File: src/rtl/rhythm_pkg.sv
// Shared types and constants for the rhythm-game datapath: round state, key codes and
// the saturating byte adder used by the score tracker.
package rhythm_pkg;

  typedef enum logic [1:0] {IDLE, PLAY, DONE} state_e;

  localparam logic [7:0] KEY_START   = 8'h2c;
  localparam logic [7:0] KEY_RESTART = 8'h01;
  localparam logic [7:0] KEY_LANE_A  = 8'h04;

  localparam int unsigned MULT_MAX = 4;

  function automatic logic [7:0] sat8_add(input logic [7:0] a, input logic [7:0] b);
    logic [8:0] sum;
    sum = {1'b0, a} + {1'b0, b};
    return sum[8] ? 8'hff : sum[7:0];
  endfunction

endpackage

File: src/rtl/lane_popcount.sv
// Population count over an N-bit lane mask.
module lane_popcount #(
  parameter int unsigned N = 24,
  localparam int unsigned CW = $clog2(N + 1)
) (
  input  logic [N-1:0]  bits,
  output logic [CW-1:0] count
);

  always_comb begin
    count = '0;
    for (int i = 0; i < N; i++) begin
      count = count + CW'(bits[i]);
    end
  end

endmodule

File: src/rtl/score_tracker.sv
// Judges each dropper lane once per round as hit or miss, accumulates score with a
// combo multiplier and drives the idle/playing/over round state.
module score_tracker
  import rhythm_pkg::*;
#(
  parameter int unsigned N_LANES     = 24,
  parameter int unsigned SCORE_W     = 16,
  parameter int unsigned PTS_PER_HIT = 10,
  parameter int unsigned COMBO_STEP  = 10
) (
  input  logic               frame_clk,
  input  logic               Reset,
  input  logic [7:0]         keycode,
  input  logic [N_LANES-1:0] hit_flag,
  input  logic [N_LANES-1:0] done_flag,
  output logic [SCORE_W-1:0] score,
  output logic [7:0]         combo,
  output logic [7:0]         max_combo,
  output logic [7:0]         hit_count,
  output logic [7:0]         miss_count,
  output logic               playing,
  output logic               game_over
);

  localparam int unsigned CW = $clog2(N_LANES + 1);
  localparam logic [SCORE_W-1:0] SCORE_MAX = {SCORE_W{1'b1}};

  state_e             state_q, state_d;
  logic [SCORE_W-1:0] score_q, score_d;
  logic [7:0]         combo_q, combo_d;
  logic [7:0]         max_combo_q, max_combo_d;
  logic [7:0]         hit_count_q, hit_count_d;
  logic [7:0]         miss_count_q, miss_count_d;
  logic [N_LANES-1:0] done_prev_q;
  logic [N_LANES-1:0] done_seen_q, done_seen_d;

  logic [N_LANES-1:0] new_lanes, hits, misses, seen_all;
  logic [CW-1:0]      nh, nm;
  logic [31:0]        tier;
  logic [2:0]         mult;
  logic [31:0]        pts;
  logic [32:0]        score_sum;
  logic [SCORE_W-1:0] score_sat;
  logic [7:0]         combo_plus;

  // A lane is judged only on a fresh rising done edge it has not been judged for yet.
  assign new_lanes = done_flag & ~done_prev_q & ~done_seen_q;
  assign hits      = new_lanes & hit_flag;
  assign misses    = new_lanes & ~hit_flag;
  assign seen_all  = done_seen_q | new_lanes;

  lane_popcount #(.N(N_LANES)) u_hit_pop (
    .bits  (hits),
    .count (nh)
  );

  lane_popcount #(.N(N_LANES)) u_miss_pop (
    .bits  (misses),
    .count (nm)
  );

  always_comb begin
    tier = 32'(combo_q) / COMBO_STEP;
    if (tier >= MULT_MAX - 1) begin
      mult = 3'(MULT_MAX);
    end else begin
      mult = 3'(tier + 1);
    end
    pts        = 32'(nh) * PTS_PER_HIT * 32'(mult);
    score_sum  = {1'b0, 32'(score_q)} + {1'b0, pts};
    score_sat  = (score_sum > 33'(SCORE_MAX)) ? SCORE_MAX : score_sum[SCORE_W-1:0];
    combo_plus = sat8_add(combo_q, 8'(nh));
  end

  always_comb begin
    state_d      = state_q;
    score_d      = score_q;
    combo_d      = combo_q;
    max_combo_d  = max_combo_q;
    hit_count_d  = hit_count_q;
    miss_count_d = miss_count_q;
    done_seen_d  = done_seen_q;
    case (state_q)
      IDLE: begin
        if (keycode == KEY_START) begin
          state_d      = PLAY;
          score_d      = '0;
          combo_d      = '0;
          max_combo_d  = '0;
          hit_count_d  = '0;
          miss_count_d = '0;
          done_seen_d  = '0;
        end
      end
      PLAY: begin
        score_d      = score_sat;
        hit_count_d  = sat8_add(hit_count_q, 8'(nh));
        miss_count_d = sat8_add(miss_count_q, 8'(nm));
        combo_d      = (nm != '0) ? 8'd0 : combo_plus;
        max_combo_d  = (combo_plus > max_combo_q) ? combo_plus : max_combo_q;
        done_seen_d  = seen_all;
        if (&seen_all) begin
          state_d = DONE;
        end
      end
      DONE: begin
        // Counters hold so the HUD keeps showing the final result.
        if (keycode == KEY_RESTART) begin
          state_d = IDLE;
        end
      end
      default: state_d = IDLE;
    endcase
  end

  always_ff @(posedge frame_clk or negedge Reset) begin
    if (!Reset) begin
      state_q      <= IDLE;
      score_q      <= '0;
      combo_q      <= '0;
      max_combo_q  <= '0;
      hit_count_q  <= '0;
      miss_count_q <= '0;
      done_prev_q  <= '0;
      done_seen_q  <= '0;
    end else begin
      state_q      <= state_d;
      score_q      <= score_d;
      combo_q      <= combo_d;
      max_combo_q  <= max_combo_d;
      hit_count_q  <= hit_count_d;
      miss_count_q <= miss_count_d;
      done_prev_q  <= done_flag;
      done_seen_q  <= done_seen_d;
    end
  end

  assign score      = score_q;
  assign combo      = combo_q;
  assign max_combo  = max_combo_q;
  assign hit_count  = hit_count_q;
  assign miss_count = miss_count_q;
  assign playing    = (state_q == PLAY);
  assign game_over  = (state_q == DONE);

endmodule

File: config.mk
export PLATFORM = sky130hd
export DESIGN_NAME = score_tracker
export DESIGN_NICKNAME = d
export VERILOG_FILES = /design/src/rtl/rhythm_pkg.sv /design/src/rtl/lane_popcount.sv /design/src/rtl/score_tracker.sv
export SDC_FILE = /design/constraint.sdc
export NUM_CORES = 1
export LEC_CHECK = 0
export ABC_AREA = 1
export BUFFER_PORTS_ARGS = -buffer_cell sky130_fd_sc_hd__buf_4
export CORE_ASPECT_RATIO = 1.75
export CORE_UTILIZATION = 35
export CTS_BUF_LIST = sky130_fd_sc_hd__clkbuf_4 sky130_fd_sc_hd__clkbuf_8 sky130_fd_sc_hd__clkbuf_16
export DETAILED_ROUTE_END_ITERATION = 12
export GPL_TIMING_DRIVEN = 0
export PLACE_DENSITY = 0.52
export SLEW_MARGIN = 20
export SYNTH_ARGS = -nofsm -noshare
export SYNTH_HDL_FRONTEND = slang
export SYNTH_SLANG_ARGS = --single-unit
File: constraint.sdc
create_clock -name frame_clk -period 11.8 [get_ports frame_clk]
set_clock_uncertainty 0.15 [all_clocks]
set_input_delay 1.18 -clock frame_clk [delete_from_list [all_inputs] [get_ports frame_clk]]
set_output_delay 1.18 -clock frame_clk [all_outputs]
set_load 0.01 [all_outputs]
==> summary.txt, run 1 <==
Status
  – Status: finished clean

Place
  – Dpl cells: 1441
  – IO buf count: 107
  – Routability Congestion: 0.819
  – Setup WS pre-CTS: slightly above 0.6 ns
  – Hpwl dp: 18300 µm

Routing
  – First-pass DRT Iterations: 4
  – Post-route ant nets: 0
  – 1st-iter DRT viols: 231
  – Routed wire per std cell: approximately 15 µm
  – Vias per std cell: 4.82
  – Vias: around 7000
  – Drc violations: 0
  – Drt total wl: 22300 µm

Critical path
  – Worst Setup Path Type: in -> reg
  – CP required: 11.85 ns
  – CP Launch Point: done_flag[0]
  – R2R depth: 37
  – Worst R2R Setup Slack: between 1.5 and 2 ns
  – Worst Setup Start Kind: input pin
  – Crit Path Max Fanout: 10
  – Reg-to-Reg End: score[2]
  – CP endpoint kind: flop
  – Max stage delay on crit path: 0.55 ns
  – Worst r2r src: done_seen_q[0]
  – Crit path to: score[2]
  – CP max stage cell: fa_1
  – Crit path top cell by count: fa_1
  – Arrival @ worst endpoint: 10.80 ns

Synth
  – Top FF cell, synth: dfrtp_1
  – Mapped Cells: 1034
  – Seq/Total Area, Yosys: 30.5%
  – Mapped Area: around 0.008 mm²
  – Most frequent cell after synthesis: inv_1
  – Avg Inst Size Synth: 7.78 µm²
  – Post-synth EDFFs: 0
  – FFs w/ async S/R, synth: 100%
  – Synth area leader: dfrtp_1
  – Count of cell types in the netlist: between 40 and 50
  – Post-synth top area share: between 30% and 40%
  – Area contributors post-synth: dfrtp_1, fa_1, ha_1, inv_1, nand2_1
  – Syn Nets: roughly 1200
  – #FFs+latches synth: 98
  – YS warnings: 0
  – Top post-synthesis cells by count: inv_1, nand2_1, nor2_1, dfrtp_1, a21oi_1

STA
  – FMAX: 93.0 MHz
  – Slew @ Worst Pin: 0.942 ns
  – Minimum clock period after layout: 10.75 ns
  – Crit share post-route: 91.1%
  – Slew Limit Headroom: 37.2%
  – Hold WS: around 0.35 ns
  – Max Slew Vio Count: 0
  – RSZ-0062 raised after global routing: false
  – Final Hold Vio Count: 0
  – Setup violations, final: 0
  – Setup tns final: 0 ns
  – Fin worst setup slack: 1.05 ns

Layout
  – Finished Core Util: 42.1%
  – Final nets: about 1300
  – N_diodes: 0
  – Multi-input logic area: 0.00473 mm²
  – Layout cells sized above 1: 13.1%
  – Sequential cell area: 0.00245 mm²
  – Area growth syn-to-layout: 18.5%
  – Filler cells: about 2400
  – Layout Cells excl Fill: about 1500

Flow run
  – Max cap viols: 0

Global route
  – Initial antenna violation count: 0
  – Total GRT Usage: 20.3%
  – Total grt overflow: 0
  – Number of global-route vias before repair: 7300
  – First-pass GRT wire length: 35900 µm
  – Largest net degree at the start of global routing: 99

Clocking
  – CTS tree: yes
  – Reg clk slew, reported paths: 0.07 ns
  – CTS H-Tree Depth: 3
  – Post-CTS setup repair buffer count: 0
  – Worst skew pair latency: 0.36 ns
  – CTS resizes: 0
  – Clock Sink Count: 98
  – Root buffer cell: clkbuf_16
  – CTS Buffer Depth: 2
  – CTS Buf Count: 9
  – Cts hold-fix bufs: 0

Pwr
  – Pwr/cell area: between 150 and 200 mW/mm²
  – Lkg Pwr: 5.17 nW
  – Worst VDD drop: 87.1 µV

Floorplanning
  – Core Area: 0.0227 mm²
  – IO Count: 108
  – Die H: just over 200 µm
  – Die area: 0.0236 mm²
  – Row count: 73
  – Die width: 117 µm
  – Initial core utilization: 35.5%

Min path
  – Hold Crit Class: reg -> reg
[placed cells by master, fill, tap and decap left out, drive strengths merged, types with 15 or more instances in the layout]
cell type / Yosys / layout
a21oi: 77 / 77
buf: 1 / 108
clkbuf: 14 / 27
dfrtp: 98 / 98
fa: 46 / 46
ha: 67 / 67
inv: 214 / 214
nand2: 169 / 169
nand3: 61 / 61
nand4: 20 / 20
nor2: 112 / 112
nor3: 19 / 19
nor4: 15 / 15
o21ai: 45 / 45
[routing by layer]
layer  vias up  wire length, µm  GRT usage (%)
met4         0              637           8.09
met2        96            13100           40.6
met1      3312             8130           20.3
met5         -                0              0
met3        25              463           2.36
li1       3585                -              -
[stage by stage]
step	cell area (µm²)	power, mW
after global routing	9530	2.02
after detailed placement	9220	1.53
final	9530	1.83
after CTS	9530	1.86
after floorplan	8040	1.19
after global placement	9220	1.52
[state kept, by name, indices dropped and copies added, names as in the netlist]
signal       count
done_prev_q     24
done_seen_q     24
score           16
combo            8
hit_count        8
max_combo        8
miss_count       8
state_q          2
[report_power, final]
group	switching (mW)	total [mW]	leakage (nW)	internal, mW
clock network	0.135	0.318	0.155	0.183
logic	0.639	1.07	3.73	0.428
registers	0.0543	0.443	1.28	0.389
[how the worst min path moves through the flow]
| stage | start | to | depth (start not counted) |
|---|---|---|---|
| finish | score[0] | score[0] | 2 |
| global route | score[0] | score[0] | 2 |
| CTS | score[0] | score[0] | 2 |
| detailed placement | score[0] | score[0] | 2 |
| global placement | score[0] | score[0] | 2 |
| floorplan | done_seen_q[0] | done_seen_q[0] | 2 |
[cell families (layout without fill, tap and decap cells)]
kind of cell / after synthesis / in the layout / share of synthesized area [%]
adders and majority gates: 113 / 113 / 21.9
and+or+nand+nor: 406 / 406 / 22.7
buffers and inverters: 229 / 351 / 10.7
DFF: 98 / 98 / 30.5
AOI/OAI and AO/OA: 165 / 165 / 11.7
xor gates and xnor gates: 23 / 23 / 2.51
[area by class of cell]
type	count	area share, %
clock inverters	2	0.368
repair buffers	107	8.47
multi-input cells	707	49.6
well taps	300	3.94
inverters	214	8.43
clock buffers	13	2.87
flip-flops and latches	98	25.7
plain buffers	15	0.604
[worst max-delay path, delay by kind of cell]
kind | cells | cell delay [ns]
XOR/XNOR | 2 | 0.75
buffers and inverters | 6 | 0.86
AND/OR/NAND/NOR | 8 | 0.79
AO/OA/AOI/OAI | 8 | 1.42
adder cells (fa/ha/maj) | 14 | 5.79
(Power assumes the default switching activity.)
==> run 2: changes to the inputs <==
--- a/config.mk
+++ b/config.mk
@@ -11,7 +11,9 @@
 export CORE_UTILIZATION = 35
 export CTS_BUF_LIST = sky130_fd_sc_hd__clkbuf_4 sky130_fd_sc_hd__clkbuf_8 sky130_fd_sc_hd__clkbuf_16
 export DETAILED_ROUTE_END_ITERATION = 12
+export GPL_ROUTABILITY_DRIVEN = 0
 export GPL_TIMING_DRIVEN = 0
+export HOLD_SLACK_MARGIN = 0.1
 export PLACE_DENSITY = 0.52
 export SLEW_MARGIN = 20
 export SYNTH_ARGS = -nofsm -noshare
==> constraint.sdc (replaced) <==
create_clock -name frame_clk -period 11.2 [get_ports frame_clk]
set_clock_uncertainty 0.15 [all_clocks]
set_input_delay 1.12 -clock frame_clk [delete_from_list [all_inputs] [get_ports frame_clk]]
set_output_delay 1.12 -clock frame_clk [all_outputs]
set_load 0.01 [all_outputs]
==> run 2 against run 1 <==
  * Largest cell class unchanged
  * Worst hold slack about the same
  * Wire length about the same
  * Critical path type unchanged
  * Critical path depth unchanged
  * Register-to-register slack got worse by 0.34 ns
==> summary.txt, run 2 (synthesis results as in run 1) <==
Status
  – Status: finished clean

STA
  – Fin worst setup slack: 0.772 ns
  – Max Slew Vio Count: 0
  – Setup violations, final: 0
  – Crit share post-route: between 90% and 100%
  – Slew Limit Headroom: between 30% and 40%
  – Setup tns final: 0 ns
  – RSZ-0062 raised after global routing: false
  – Final Hold Vio Count: 0
  – Slew @ Worst Pin: approximately 0.96 ns
  – Minimum clock period after layout: 10.43 ns
  – FMAX: roughly 96 MHz

Pwr
  – Clock Power Share: 17.4%
  – Worst VDD drop: 91.6 µV
  – Pint: 1.05 mW
  – Lkg Pwr: ~5.2 nW
  – Sw frac: 45.3%
  – Pwr/cell area: 202 mW/mm²
  – Seq pwr share: 24.2%
  – Comb power frac: between 50% and 60%
  – Switching power: a little under 0.9 mW

Floorplanning
  – Die width: 117 µm
  – Row count: between 70 and 80
  – Die H: 203 µm
  – Initial core utilization: 35.5%
  – IO Count: 108
  – Core Area: between 0.02 and 0.025 mm²
  – Die area: 0.0236 mm²

Clocking
  – Clock Sink Count: 98
  – Worst skew pair latency: 0.36 ns
  – Root buffer cell: clkbuf_16
  – Reg clk slew, reported paths: 0.07 ns
  – CTS H-Tree Depth: 3
  – CTS Buffer Depth: 2
  – CTS tree: yes
  – Post-CTS setup repair buffer count: 0
  – CTS Buf Count: 9

Layout
  – N_diodes: 0
  – Most frequent cells in the layout: inv_1, nand2_1, nor2_1
  – Layout cells sized above 1: 13.1%
  – Area growth syn-to-layout: 18.6%
  – Final nets: 1323
  – Leading cell type in the layout, fill and taps excluded: inv_1

Routing
  – 1st-iter DRT viols: 236
  – First-pass DRT Iterations: 4
  – Post-route ant nets: 0
  – Routed wire per std cell: around 15 µm
  – Vias per std cell: 4.82
  – Vias: 7022
  – Drc violations: 0
  – Drt total wl: between 20000 and 25000 µm

Flow run
  – Max cap viols: 0

Global route
  – Met2 global-route usage: 40.6%
  – Total GRT Usage: around a fifth
  – GRT Max-Usage Layer: met2
  – First-pass GRT wire length: about 36000 µm
  – Met1 GRT Util: 20.3%
  – M3 GR Usage: between 2 and 2.5%
  – Largest net degree at the start of global routing: 99
  – Number of global-route vias before repair: 7300
  – Total grt overflow: 0
  – Initial antenna violation count: 0

Critical path
  – Crit path top cell by count: fa_1
  – Arrival @ worst endpoint: between 10 and 15 ns
  – CP max stage cell: fa_1
  – Crit Path Max Fanout: 10
  – CP endpoint kind: flop
  – Worst Setup Start Kind: input pin
  – Max stage delay on crit path: ~0.55 ns
  – Worst Setup Path Type: in -> reg
  – CP required: 11.27 ns

Min path
  – Hold Crit Class: reg -> reg

Place
  – IO buf count: 107
  – Setup WS pre-CTS: 0.0652 ns
  – Hpwl dp: about 18000 µm
## run 2: cell types whose count changed in the layout (fill, tap and decap cells not counted)
cell      before  now
clkbuf_1      14   13
clkbuf_2       0    1
## run 2: layer usage
metal / vias to the layer above / part of all wire (%) / wire (µm)
met5: - / 0 / 0
met4: 0 / 3.0 / 667
met3: 28 / 2.0 / 451
met2: 89 / 58 / 13100
met1: 3321 / 37 / 8160
li1: 3584 / - / -
## run 2: critical path, delay by kind of cell
kind	cells	cell delay [ns]
xor+xnor	2	0.75
compound gates	8	1.37
simple gates	8	0.78
fa+ha+maj	14	5.79
buf+inv	6	0.68
## run 2: final timing paths
path,depth (start not counted),end,slack (ns),from
setup / recovery,38,score[2],0.77,done_flag[0]
hold reg to reg,2,score[0],0.35,score[0]
setup reg to reg,37,score[2],1.22,done_seen_q[1]
max in group asynchronous,1,miss_count[3],9.52,Reset
hold / removal,2,score[0],0.35,score[0]
min in group asynchronous,1,score[10],0.69,Reset
## run 2: power groups by stage
| stage | clock network (mW) | registers, mW | logic, mW |
|---|---|---|---|
| CTS | 0.347 | 0.468 | 1.14 |
| global route | 0.358 | 0.474 | 1.30 |
| global placement | 0 | 0.474 | 1.12 |
| detailed placement | 0 | 0.475 | 1.13 |
| floorplan | 0 | 0.474 | 0.779 |
| finish | 0.335 | 0.467 | 1.12 |
## run 2: stage by stage
step                instance area, µm²  hold WS, ns  cells  utilization [%]  power (mW)
finish                            9530        0.352   1456             42.1        1.93
global route                      9530        0.353   1456             42.1        2.13
global placement                  9220        0.322   1441             40.7        1.60
detailed placement                9220        0.328   1441             40.7        1.61
CTS                               9530        0.348   1456             42.1        1.96
floorplan                         8040        0.351   1034                -        1.25
## run 2: area by class of cell
type,instances,area [µm²]
repair buffers,107,807
clock buffers,13,274
plain buffers,15,58.8
multi-input cells,707,4730
clock inverters,2,35.0
flip-flops and latches,98,2450
fillers,2419,13100
well taps,300,375
inverters,214,803
## run 2: repair_timing
action | in CTS | in global routing
endpoints found under the hold margin | 0 | 0
setup endpoints to repair | 0 | 9
hold buffers | 0 | 0
gates resized for setup | 0 | 2
==> run 3: changes to the inputs <==
--- a/config.mk
+++ b/config.mk
@@ -15,6 +15,7 @@
 export GPL_TIMING_DRIVEN = 0
 export HOLD_SLACK_MARGIN = 0.1
 export PLACE_DENSITY = 0.52
+export RECOVER_POWER = 100
 export SLEW_MARGIN = 20
 export SYNTH_ARGS = -nofsm -noshare
 export SYNTH_HDL_FRONTEND = slang
==> run 3 against run 2 <==
  * The run now ends with max-capacitance violations, max-slew violations left
  * Core utilization decreased by 1.1 points
  * Highest routed layer unchanged
  * Cell area is 2.6% lower
  * Largest power group unchanged
  * Wire length is 0.27% higher
  * Critical path depth did not move
  * Largest cell class unchanged
  * Sequential power about the same
  * Maximum frequency rose by 0.11%
  * Count of clock-buffer cells in the layout stayed put
==> summary.txt, run 3 (synthesis results as in run 1) <==
STA
  – Setup violations, final: 0
  – FMAX: 96.0 MHz
  – Final Hold Vio Count: 0
  – Minimum clock period after layout: 10.42 ns
  – Setup tns final: 0 ns
  – RSZ-0062 raised after global routing: false
  – Slew @ Worst Pin: 5.47 ns
  – Slew Limit Headroom: -265%
  – Crit share post-route: 93.0%
  – Max Slew Vio Count: 99

Layout
  – Filler cells: about 2500
  – Finished Core Util: 41.0%
  – N_diodes: 0
  – Most frequent cells in the layout: inv_1, nand2_1, nor2_1
  – Final nets: around 1300
  – Layout Cells excl Fill: 1456
  – Layout cells sized above 1: under 10%
  – Area growth syn-to-layout: 15.5%
  – Fin area: a little over 0.009 mm²
  – Leading cell type in the layout, fill and taps excluded: inv_1

Routing
  – Post-route ant nets: 0
  – First-pass DRT Iterations: 4
  – Routed wire per std cell: 15.4 µm
  – 1st-iter DRT viols: 228
  – Drc violations: 0
  – Vias per std cell: 4.83
  – Vias: 7036
  – Drt total wl: 22400 µm

Global route
  – Total GRT Usage: between 20% and 30%
  – Total grt overflow: 0
  – Initial antenna violation count: 0
  – Number of global-route vias before repair: 7300
  – Largest net degree at the start of global routing: 99
  – First-pass GRT wire length: about 36000 µm

Clocking
  – Reg clk slew, reported paths: 0.07 ns
  – CTS H-Tree Depth: 3
  – Post-CTS setup repair buffer count: 0
  – CTS tree: yes
  – CTS Buf Count: 9
  – Clock Sink Count: 98
  – CTS Buffer Depth: 2
  – Worst skew pair latency: ~0.36 ns
  – Root buffer cell: clkbuf_16

Pwr
  – Lkg Pwr: 4.91 nW
  – Worst VDD drop: between 90 and 100 µV
  – Pwr/cell area: 204 mW/mm²

Critical path
  – R2R depth: 37
  – CP max stage cell: fa_1
  – Worst r2r src: done_seen_q[0]
  – Worst Setup Start Kind: input pin
  – Max stage delay on crit path: 0.55 ns
  – Crit path top cell by count: fa_1
  – Arrival @ worst endpoint: 10.48 ns
  – CP Launch Point: done_flag[0]
  – CP required: roughly 11 ns
  – Worst Setup Path Type: in -> reg
  – CP endpoint kind: flop
  – Crit Path Max Fanout: 10

Status
  – Status: complete, but fails checks
  – Failing checks: max-capacitance violations, max-slew violations

Floorplanning
  – IO Count: 108
  – Die area: 0.0236 mm²
  – Initial core utilization: 35.5%
  – Die width: 117 µm
  – Die H: 203 µm
  – Row count: 73
  – Core Area: 0.0227 mm²

Flow run
  – Max cap viols: 1

Place
  – IO buf count: approximately 110
  – Post-DP Area: 0.00922 mm²
  – Dpl cells: 1441
  – Hpwl dp: between 15000 and 20000 µm

Min path
  – Worst Min Path Start: score[0]
  – Hold Crit Class: reg -> reg
  – Hold Path Stages: 2
-- run 3: power breakdown --
group | switching (mW) | internal (mW) | leakage (nW)
combinational | 0.675 | 0.415 | 3.47
clock | 0.143 | 0.193 | 0.155
sequential | 0.0564 | 0.410 | 1.28
-- run 3: area by class of cell --
class                      count  area (µm²)  share of cell area [%]
sequential                    98        2450                    26.4
tap                          300         375                    4.04
clock inverter                 2        35.0                   0.377
multi-input combinational    707        4730                    50.9
buffer                        15        58.8                   0.633
timing repair buffer         107         559                    6.02
inverter                     214         803                    8.65
clock buffer                  13         274                    2.95
-- run 3: final timing paths --
path	endpoint	slack, ns
worst max-delay path	score[2]	0.78
worst min-delay path	score[0]	0.35
worst max register to register	score[2]	1.22
worst min register to register	score[0]	0.35
max in group asynchronous	done_prev_q[4]	5.25
min in group asynchronous	score[9]	2.61
-- run 3: what timing repair did --
item                                    in CTS  in global routing
resized for setup                            0                  2
endpoints found under the setup margin       0                  9
hold buffers                                 0                  0
-- run 3: per-layer routing --
metal	global-route usage (%)	share of wire (%)	vias to the layer above
li1	-	-	3591
met1	20.3	37	3323
met2	40.6	58	91
met3	2.36	2.2	31
met4	8.09	3.2	0
met5	0	0	-
-- run 3: through the flow --
| step | hold slack (ns) | total power [mW] | worst slack, ns |
|---|---|---|---|
| finish | 0.346 | 1.89 | 0.784 |
| detailed placement | 0.328 | 1.61 | 0.0652 |
| global route | 0.351 | 2.09 | 0.111 |
| CTS | 0.348 | 1.96 | 0.441 |
| global placement | 0.322 | 1.60 | 0.116 |
| floorplan | 0.351 | 1.25 | 1.53 |
-- run 3: worst max-delay path, delay by kind of cell --
| family | cells | cell delay (ns) |
|---|---|---|
| AND/OR/NAND/NOR | 8 | 0.81 |
| AO/OA/AOI/OAI | 8 | 1.37 |
| buffers and inverters | 6 | 0.65 |
| XOR/XNOR | 2 | 0.75 |
| adder cells (fa/ha/maj) | 14 | 5.80 |
